**config.mk**
```make
export PLATFORM = sky130hd
export DESIGN_NAME = sap1_alu_datapath
export DESIGN_NICKNAME = d
export VERILOG_FILES = /design/src/rtl/sap1_alu_datapath.sv
export SDC_FILE = /design/constraint.sdc
export NUM_CORES = 1
export LEC_CHECK = 0
export ABC_AREA = 1
export CORE_ASPECT_RATIO = 1.75
export CORE_MARGIN = 1.5
export CORE_UTILIZATION = 40
export DETAILED_ROUTE_END_ITERATION = 12
export PLACE_DENSITY_LB_ADDON = 0.1
export SLEW_MARGIN = 20
export SYNTH_ARGS = -nofsm -noshare
export SYNTH_HDL_FRONTEND = slang
export SYNTH_SLANG_ARGS = --single-unit
```
**constraint.sdc**
```tcl
create_clock -name clk -period 8.2 [get_ports clk]
set_input_delay 2.46 -clock clk [delete_from_list [all_inputs] [get_ports clk]]
set_output_delay 2.46 -clock clk [all_outputs]
set_load 0.03 [all_outputs]
```
**src/rtl/sap1_alu_datapath.sv**
```systemverilog
// SAP-1 arithmetic datapath: accumulator, B register, add/subtract ALU and output register
// attached to the shared W bus, which is modelled as separate in/out/oe signals.
module sap1_alu_datapath #(
  parameter int unsigned WIDTH = 8
) (
  input  logic             clk,
  input  logic             clrn,
  input  logic [WIDTH-1:0] bus_in,
  input  logic             la_n,
  input  logic             ea,
  input  logic             lb_n,
  input  logic             eu,
  input  logic             su,
  input  logic             lo_n,
  output logic [WIDTH-1:0] bus_out,
  output logic             bus_oe,
  output logic [WIDTH-1:0] acc_q,
  output logic [WIDTH-1:0] b_q,
  output logic [WIDTH-1:0] alu_q,
  output logic             carry,
  output logic             zero,
  output logic [WIDTH-1:0] display,
  output logic             bus_conflict
);

  localparam int unsigned SUM_W = WIDTH + 1;

  logic [WIDTH-1:0] b_operand;
  logic [SUM_W-1:0] sum;

  // Registers load the pre-edge bus value, so A <= A +/- B is loop-free.
  always_ff @(posedge clk or negedge clrn) begin
    if (!clrn) begin
      acc_q   <= '0;
      b_q     <= '0;
      display <= '0;
    end else begin
      if (!la_n) acc_q   <= bus_in;
      if (!lb_n) b_q     <= bus_in;
      if (!lo_n) display <= bus_in;
    end
  end

  // Subtract as A + ~B + 1, so carry=1 means no borrow.
  always_comb begin
    b_operand = su ? ~b_q : b_q;
    sum       = SUM_W'(acc_q) + SUM_W'(b_operand) + SUM_W'(su);
    alu_q     = sum[WIDTH-1:0];
    carry     = sum[WIDTH];
    zero      = (alu_q == '0);
  end

  // ALU result wins the bus over the accumulator when both are enabled.
  always_comb begin
    bus_out = '0;
    if (eu)      bus_out = alu_q;
    else if (ea) bus_out = acc_q;
    bus_oe       = ea | eu;
    bus_conflict = ea & eu;
  end

endmodule

```
==> results of run 1 <==
==> layout by cell type (no fill, tap or decap) <==
cell type	n
xnor2_1	1
and2_1	1
fa_1	1
buf_2	1
o21bai_1	1
nor2_4	1
nor2_1	6
nor2_2	2
dfrtp_1	24
clkbuf_8	4
o21ai_1	3
inv_2	1
nand3b_1	2
a21oi_2	2
xor2_1	7
o21ai_0	25
nand3_1	7
clkinv_2	1
or2_2	1
a22o_1	3
nand2_1	48
a21o_2	1
clkdlybuf4s50_1	58
nand2_2	12
ha_1	7
nand4_1	1
a21oi_1	3
inv_1	25
==> worst max-delay path: cells and delay by family <==
family / cells / cell delay [ns]
adders and majority gates: 1 / 0.45
xor gates and xnor gates: 1 / 0.19
and+or+nand+nor: 8 / 0.76
buffers and inverters: 2 / 1.39
==> power by group through the flow <==
stage                     clock network, uW  registers, uW  logic, uW
after floorplan                           0            161        136
after global placement                    0            141        247
after detailed placement                  0            141        248
final                                  75.6            139        245
after CTS                              78.0            139        249
after global routing                   81.9            141        266
==> metrics by stage <==
| step | hold WS [ns] | std cells | setup slack (ns) |
|---|---|---|---|
| after floorplan | 0.658 | 190 | 1.66 |
| after global placement | 0.470 | 291 | 0.487 |
| after detailed placement | 0.477 | 291 | 0.439 |
| after CTS | 0.497 | 295 | 0.438 |
| after global routing | 0.530 | 295 | 0.254 |
| final | 0.489 | 295 | 0.487 |
==> per-layer routing <==
metal	vias up	track usage
li1	723	-
met4	0	0.0545
met2	33	0.317
met5	-	0
met3	2	0.0125
met1	599	0.207
==> registers in the layout (all words and copies together) (netlist names) <==
register and cells:
acc_q 8, display 8, b_q 8
==> final cells by class <==
cell class,count,share of cell area
Timing Repair Buffer,59,0.271
Inverter,27,0.0474
Clock buffer,4,0.0254
Tap cell,46,0.0266
Multi-Input combinational cell,135,0.353
Sequential cell,24,0.277
==> cell families (layout without fill, tap and decap cells) <==
group,count (synthesis),count (layout),share of synthesized area
buffers and inverters,31,90,0.0840
flip-flops,24,24,0.403
AO/OA/AOI/OAI,38,38,0.145
XOR/XNOR,8,8,0.0471
AND/OR/NAND/NOR,81,81,0.249
adder cells (fa/ha/maj),8,8,0.0723
==> path summary, 6_finish.rpt <==
check                      slack, ns                   start                     end
setup / recovery                0.49                      su                    zero
hold / removal                  0.49  display[5]$_DFFE_PN0N_  display[5]$_DFFE_PN0N_
setup reg to reg                7.47      b_q[0]$_DFFE_PN0N_      b_q[0]$_DFFE_PN0N_
hold reg to reg                 0.49  display[5]$_DFFE_PN0N_  display[5]$_DFFE_PN0N_
max in group asynchronous       5.69                    clrn  display[0]$_DFFE_PN0N_
min in group asynchronous       2.16                    clrn  display[6]$_DFFE_PN0N_
==> impl_metrics.py, run 1 <==
metrics = {
    "layout": {
        "multi_input_area_um2": 763,
        "diodes": 0,
        "fin_util": 0.603,
        "fill_cells": 329,
        "design_area_um2": 2160,
        "syn_to_final_growth_pct": 45.4,
        "drive_gt1_frac": 0.104,
        "regArea_um2": 601,
        "nNetsFinal": 274,
    },
    "yosys": {
        "synthCells": 190,
        "ys_types": 27,
        "syn_area_per_cell_um2": 7.84,
        "synth_area_leader_cell": "dfrtp_1",
        "synth_seq_cells": 24,
        "ys_warn_count": 0,
        "synthTopCellsByCount": "nand2_1 (48), inv_1 (25), o21ai_0 (25)",
        "synth_edf_count": 0,
        "synth_nets": 214,
        "yosysTopAreaCellShare": 0.403,
        "synthMostInstantiatedCell": "nand2_1",
        "netlist_area_um2": 1490,
        "async_flop_share": 1.00,
        "synth_area_leaders": "dfrtp_1 (40%), nand2_1 (12%), o21ai_0 (8.4%)",
        "ys.flop_type": "dfrtp_1",
        "seq_area_frac_synth": 0.403,
    },
    "sta": {
        "fin_skew_ns": 0,
        "tns_ns": 0,
        "clock.fmax_mhz": 130,
        "worstMarginPinSlew_ns": 0.568,
        "fin_crit_ns": 7.71,
        "rsz0062_at_grt": "no",
        "setup_violations": 0,
        "slew-limit-headroom": 0.620,
        "finalCritPeriodShare": 0.941,
        "slew_viol_final": 0,
        "hold_viol_final": 0,
    },
    "min_path": {
        "worstHoldPathType": "reg -> reg",
        "whs_path_depth": 2,
    },
    "drt": {
        "drc": 0,
        "dr.pass1.iters": 4,
        "drt_wl_total_um": 3210,
        "met3_length_um": 89,
        "via_per_inst": 4.60,
        "vias": 1357,
        "drt_iter0_drc": 12,
        "final_antenna_net_count": 0,
        "wl_met2_um": 1810,
        "highest_layer": "met4",
        "wl_met1_um": 1280,
        "avgRoutedWirePerCell_um": 10.9,
    },
    "placed_design": {
        "portBuffers": 59,
        "dp_hpwl_um": 2770,
        "place_congestion": 0.802,
        "dpl_cell_area_um2": 2110,
    },
    "power_and_ir_drop": {
        "power.switching_uw": 188,
        "power.internal_uw": 271,
        "powerDensity_nw_per_um2": 212,
        "p_total_uw": 459,
        "p_leak_uw": 0.00104,
        "pwr-share-comb": 0.533,
        "p_seq_frac": 0.302,
        "pwr-share-clk": 0.165,
        "vdd_ir_drop_max_uv": 165,
        "switching_share": 0.409,
    },
    "setup_path": {
        "crit_required_ns": 5.74,
        "crit_path_end_kind": "output port",
        "worstPathMaxFanout": 8,
        "cp_data_arrival_time_ns": 5.25,
        "critical-path-max-stage-delay_ns": 0.73,
        "cpMostUsedCell": "nand2_1",
        "r2r_cells": 2,
        "cp-start-kind": "input port",
        "crit_chain": "clkdlybuf4s50_1, xnor2_1, fa_1, nand3b_1, nand2_1, nand2_2, nand2_2, nand2_1, nand2_1, nand2_1, nor2_2, clkdlybuf4s50_1",
        "crit_type": "in -> out",
        "cp_slowest_cell": "clkdlybuf4s50_1",
    },
    "cts": {
        "htreeDepth": 1,
        "root_buffer": "clkbuf_8",
        "cts_max_path_buffers": 2,
        "cts_hold_buf": 0,
        "cts_setup_buffers": 0,
        "clk_pin_slew_ns": 0.08,
        "cts_buffers": 3,
        "cts_resized": 0,
        "cts.sinks": 24,
        "cts_tree": "yes",
        "insertion_delay_ns": 0.25,
    },
    "global_route": {
        "grt_pass1_wl_um": 5760,
        "track_usage": 0.172,
        "grt_overflow_total": 0,
        "grt_max_degree": 25,
        "antenna_found_initial": 0,
        "grt_pass1_vias": 1313,
    },
    "floorplan": {
        "die_area_um2": 4110,
        "fp.dieW_um": 49.1,
        "rows": 29,
        "core_area_um2": 3590,
        "start_util": 0.414,
        "pin_count": 60,
        "die_y_um": 83.7,
    },
    "outcome": {
        "status": "completed",
    },
    "run": {
        "maxCapViolCount": 0,
    },
}
(Power assumes the default switching activity.)
==> inputs of run 2 (changes only) <==
CTS_CLUSTER_DIAMETER = 200   (was default)
CTS_CLUSTER_SIZE = 12   (was default)
==> results of run 2 <==
Final layout, timing and power as in run 1 (identical DEF).
==> RTL change 1, RTL diff (settings of run 2) <==
Change the parameter `WIDTH` from 8 to 6.
--- a/src/rtl/sap1_alu_datapath.sv
+++ b/src/rtl/sap1_alu_datapath.sv
@@ -2,5 +2,5 @@
 // attached to the shared W bus, which is modelled as separate in/out/oe signals.
 module sap1_alu_datapath #(
-  parameter int unsigned WIDTH = 8
+  parameter int unsigned WIDTH = 6
 ) (
   input  logic             clk,
Interface: changed (6 resized); port bits go from 60 to 48. The function was not compared with the original's and may differ.
==> RTL change 1 against run 2 <==
Global-route usage down 0.21 points; non-clock buffer count down 12; sequential power down 24%; design area down 26%; power down 26%; clock power down 23%; synthesized area down 28%; sequential cell count down 6; worst hold slack better by 5.4 ps; worst setup slack better by 250 ps; wire length down 25%; critical path type unchanged; largest cell class unchanged.
==> RTL change 1: results <==
set metrics [dict create \
    synth-seq-area-share 0.4196 \
    p_int_mw 0.2011 \
    htree_num_levels 1 \
    cts_root_buffer "clkbuf_8" \
    peakVddDrop_uv 131.3 \
    overflow 0 \
    powerDensity_nw_per_um2 212.7 \
    synth_area_leaders "dfrtp_1, nand2_1, o21ai_0" \
    p_leak_nw 0.7708 \
    nNetsFinal 208 \
    status "finished clean" \
    antenna_found_initial 0 \
    grt_max_degree 19 \
    clkLatencyLatePin_ps 240 \
    gp_congestion 0.8534 \
    antenna_cells 0 \
    clkTransAtPathRegs_ps 60 \
    drt_iter0_drc 20 \
    dr.pass1.iters 4 \
    pre_cts_slack_ps 713.6 \
    routed-via-count 1005 \
    totalWireLength_um 2417 \
    first_global_vias 976 \
    yosys-top-cells-count "nand2_1, o21ai_0, inv_1, dfrtp_1" \
    hold_class "flip-flop to flip-flop" \
    via_per_inst 4.741 \
    cts_setup_buffers 0 \
    cts_resized 0 \
    port_buffers 47 \
    grt_pass1_wl_um 4057 \
    arrival_ps 5010 \
    syn_inst 140 \
    track_usage 0.1703 \
    dp_hpwl_um 2084 \
    relSlewSlack 0.4859 \
    ys.flop_type "dfrtp_1" \
    async_flop_share 1.000 \
    yosysUniqueCellTypes 20 \
    critPathMaxFanout 6 \
    fillCellCount 247 \
    syn_nets 160 \
    drive_gt1_frac 0.05376 \
    clk_path_buf_depth 2 \
    synth_warnings 0 \
    reg.largest.list "acc_q (6), b_q (6), display (6)" \
    cts_buffers 3 \
    finalClockSkew_ps 0 \
]
[RTL change 1: changes by cell type in the layout (fill, tap and decap cells not counted), sizes merged, moves of 2 or more]
cell | run 2 | this run
inv | 26 | 20
nand3 | 7 | 4
xor2 | 7 | 5
a22o | 3 | 0
ha | 7 | 5
dfrtp | 24 | 18
nor2 | 9 | 4
nand2 | 60 | 49
clkdlybuf4s50 | 58 | 47
o21ai | 28 | 22
a21oi | 5 | 3
[RTL change 1: final timing paths]
path                                 start         end  slack [ps]  cells past startpoint
worst min register to register  display[0]  display[0]         490                      2
worst max-delay path                    su        zero         730                      9
worst min-delay path            display[0]  display[0]         490                      2
worst max register to register    acc_q[1]    acc_q[1]        7470                      2
min in group asynchronous             clrn  display[4]        2670                      1
max in group asynchronous             clrn  display[3]        5050                      1
[RTL change 1: metal layers]
metal	GRT usage	up-vias	share of wire
met5	0	-	0
met4	0.07986	0	0.014
met1	0.1794	440	0.36
met2	0.3248	30	0.57
met3	0.01763	4	0.050
li1	-	531	-
[RTL change 1: kinds of logic (layout without fill, tap and decap cells)]
logic type | Yosys count | count (layout) | share of synthesized area
DFF | 18 | 18 | 0.4196
and+or+nand+nor | 59 | 59 | 0.2284
xor gates and xnor gates | 7 | 7 | 0.05711
adders and majority gates | 6 | 6 | 0.07692
buffers and inverters | 24 | 70 | 0.09091
AOI/OAI and AO/OA | 26 | 26 | 0.1270
[RTL change 1: critical path, stage by stage]
cell	delay (ps)
clkdlybuf4s50_1	560
xor2_1	260
fa_1	450
xnor2_1	250
nand3_1	110
nor2_1	110
nand2_1	60
nor2_1	80
clkdlybuf4s50_1	670
[RTL change 1: power by group through the flow]
stage / sequential [mW] / combinational (mW) / clock (mW)
4_1_cts: 0.105 / 0.179 / 0.0599
2_1_floorplan: 0.121 / 0.0933 / 0
3_5_place_dp: 0.106 / 0.178 / 0
5_1_grt: 0.106 / 0.190 / 0.0633
6_report: 0.105 / 0.177 / 0.0582
3_3_place_gp: 0.106 / 0.176 / 0
[RTL change 1: cell type report]
type	instances	share of cell area
multi-input cells	98	0.3294
inverters	20	0.04706
repair buffers	47	0.2949
well taps	26	0.02039
clock buffers	3	0.02588
flip-flops and latches	18	0.2824
==> RTL change 2, RTL diff (config.mk and constraints of run 2) <==
Made on the original files. Register the output `alu_q`, with the module's reset; this adds one clock of latency there. The other outputs are not delayed to match.
--- a/src/rtl/sap1_alu_datapath.sv
+++ b/src/rtl/sap1_alu_datapath.sv
@@ -26,4 +26,6 @@
   localparam int unsigned SUM_W = WIDTH + 1;
 
+  logic [WIDTH-1:0] alu_q_d;
+
   logic [WIDTH-1:0] b_operand;
   logic [SUM_W-1:0] sum;
@@ -46,7 +48,7 @@
     b_operand = su ? ~b_q : b_q;
     sum       = SUM_W'(acc_q) + SUM_W'(b_operand) + SUM_W'(su);
-    alu_q     = sum[WIDTH-1:0];
+    alu_q_d   = sum[WIDTH-1:0];
     carry     = sum[WIDTH];
-    zero      = (alu_q == '0);
+    zero      = (alu_q_d == '0);
   end
 
@@ -54,5 +56,5 @@
   always_comb begin
     bus_out = '0;
-    if (eu)      bus_out = alu_q;
+    if (eu)      bus_out = alu_q_d;
     else if (ea) bus_out = acc_q;
     bus_oe       = ea | eu;
@@ -60,4 +62,12 @@
   end
 
+  always_ff @(posedge clk or negedge clrn) begin
+    if (!clrn) begin
+      alu_q <= '0;
+    end else begin
+      alu_q <= alu_q_d;
+    end
+  end
+
 endmodule
 
Function: changed (a bounded check fails within 4 cycles, from zero or initial values).
==> RTL change 2 against run 2 <==
Synthesized area increased by 13%; worst hold slack improved by 2.0 ps; worst setup slack worse by 4.6 ps; sequential cell count rose by 8; design area increased by 12%; power rose by 23%; wire length rose by 17%.
==> RTL change 2: results <==
set metrics [dict create \
    period_share 0.9412 \
    peakVddDrop_uv 140.9 \
    r2r_slack_ps 6380 \
    cp-startpoint "su" \
    drcViolationCount 0 \
    grt_pass1_wl_um 6313 \
    reg2reg_to "alu_q[6]" \
    dp_hpwl_um 2987 \
    critPathMaxFanout 8 \
    antenna_found_initial 0 \
    synth-seq-area-share 0.4741 \
    cts_root_buffer "clkbuf_8" \
    drt_iter0_drc 18 \
    synth_area_leaders "dfrtp_1, nand2_1, o21ai_0" \
    dr.pass1.iters 4 \
    relSlewSlack 0.6116 \
    clkLatencyLatePin_ps 280 \
    drive_gt1_frac 0.1107 \
    arrival_ps 5260 \
    yosys-top-cells-count "nand2_1, dfrtp_1, inv_1, o21ai_0, nand2_2" \
    gp_congestion 0.8494 \
    syn_nets 222 \
    p_leak_nw 1.151 \
    nNetsFinal 285 \
    reg2reg_depth 12 \
    crit-reg2reg-launch "b_q[0]" \
    track_usage 0.1848 \
    status "finished clean" \
    cts_resized 0 \
    finalClockSkew_ps 3.951 \
    synth_warnings 0 \
    async_flop_share 1.000 \
    cts_buffers 5 \
    pre_cts_slack_ps 458.5 \
    htree_num_levels 2 \
    totalWireLength_um 3765 \
    yosysUniqueCellTypes 27 \
    fillCellCount 404 \
    ys.flop_type "dfrtp_1" \
    hold_class "flip-flop to flip-flop" \
    clkTransAtPathRegs_ps 70 \
    port_buffers 59 \
    clk_path_buf_depth 2 \
    antenna_cells 0 \
    grt_max_degree 33 \
    routed-via-count 1449 \
    endpoint "zero" \
    cts_setup_buffers 0 \
]
RTL change 2: worst max-delay path: stages:
cell             delay (ps)
clkdlybuf4s50_1         750
nand2_2                  90
nand2_2                  90
inv_1                    60
fa_1                    390
nand3b_1                190
nand2_1                 110
nand2_2                  70
nand2_2                  60
nand2_1                  50
nand2_1                  90
nand2_1                  70
nor2_2                  100
clkdlybuf4s50_1         660
RTL change 2: cell type report:
type | count | area share
well taps | 49 | 0.02539
clock buffers | 6 | 0.03005
flip-flops and latches | 32 | 0.3316
repair buffers | 60 | 0.2477
inverters | 27 | 0.04249
clock inverters | 2 | 0.006736
multi-input cells | 135 | 0.3161
RTL change 2: kinds of logic after synthesis:
group / share of synthesized area
fa+ha+maj: 0.06370
flops: 0.4741
simple gates: 0.2193
buf+inv: 0.07407
compound gates: 0.1274
xor+xnor: 0.04148
RTL change 2: how the worst min path moves through the flow:
stage               startpoint    endpoint  slack [ps]  cells after the start
detailed placement  display[3]  display[3]         480                      2
global route        display[4]  display[4]         510                      2
global placement    display[4]  display[4]         470                      2
floorplan           display[6]  display[6]         660                      2
CTS                 display[4]  display[4]         490                      2
finish              display[4]  display[4]         490                      2
RTL change 2: metal layers:
layer  GRT usage  wire (µm)  vias up
li1            -          -      756
met1      0.1922       1434      647
met2      0.3464       2101       40
met3     0.04849        167        6
met4     0.06459         62        0
met5           0          0        -
RTL change 2: power by group:
| part | switching [mW] | internal (mW) | total [mW] |
|---|---|---|---|
| logic | 0.147 | 0.100 | 0.248 |
| clock network | 0.0602 | 0.0603 | 0.120 |
| registers | 0.0133 | 0.181 | 0.194 |
| total | 0.221 | 0.342 | 0.563 |
RTL change 2: metrics by stage:
step                      cells  cell area [µm²]    util  total power [mW]
final                       311             2415  0.5873            0.5626
after global routing        311             2415  0.5873            0.5994
after CTS                   311             2415  0.5873            0.5708
after detailed placement    303             2326  0.5657            0.4480
after global placement      303             2326  0.5657            0.4448
after floorplan             198             1689       -            0.3515
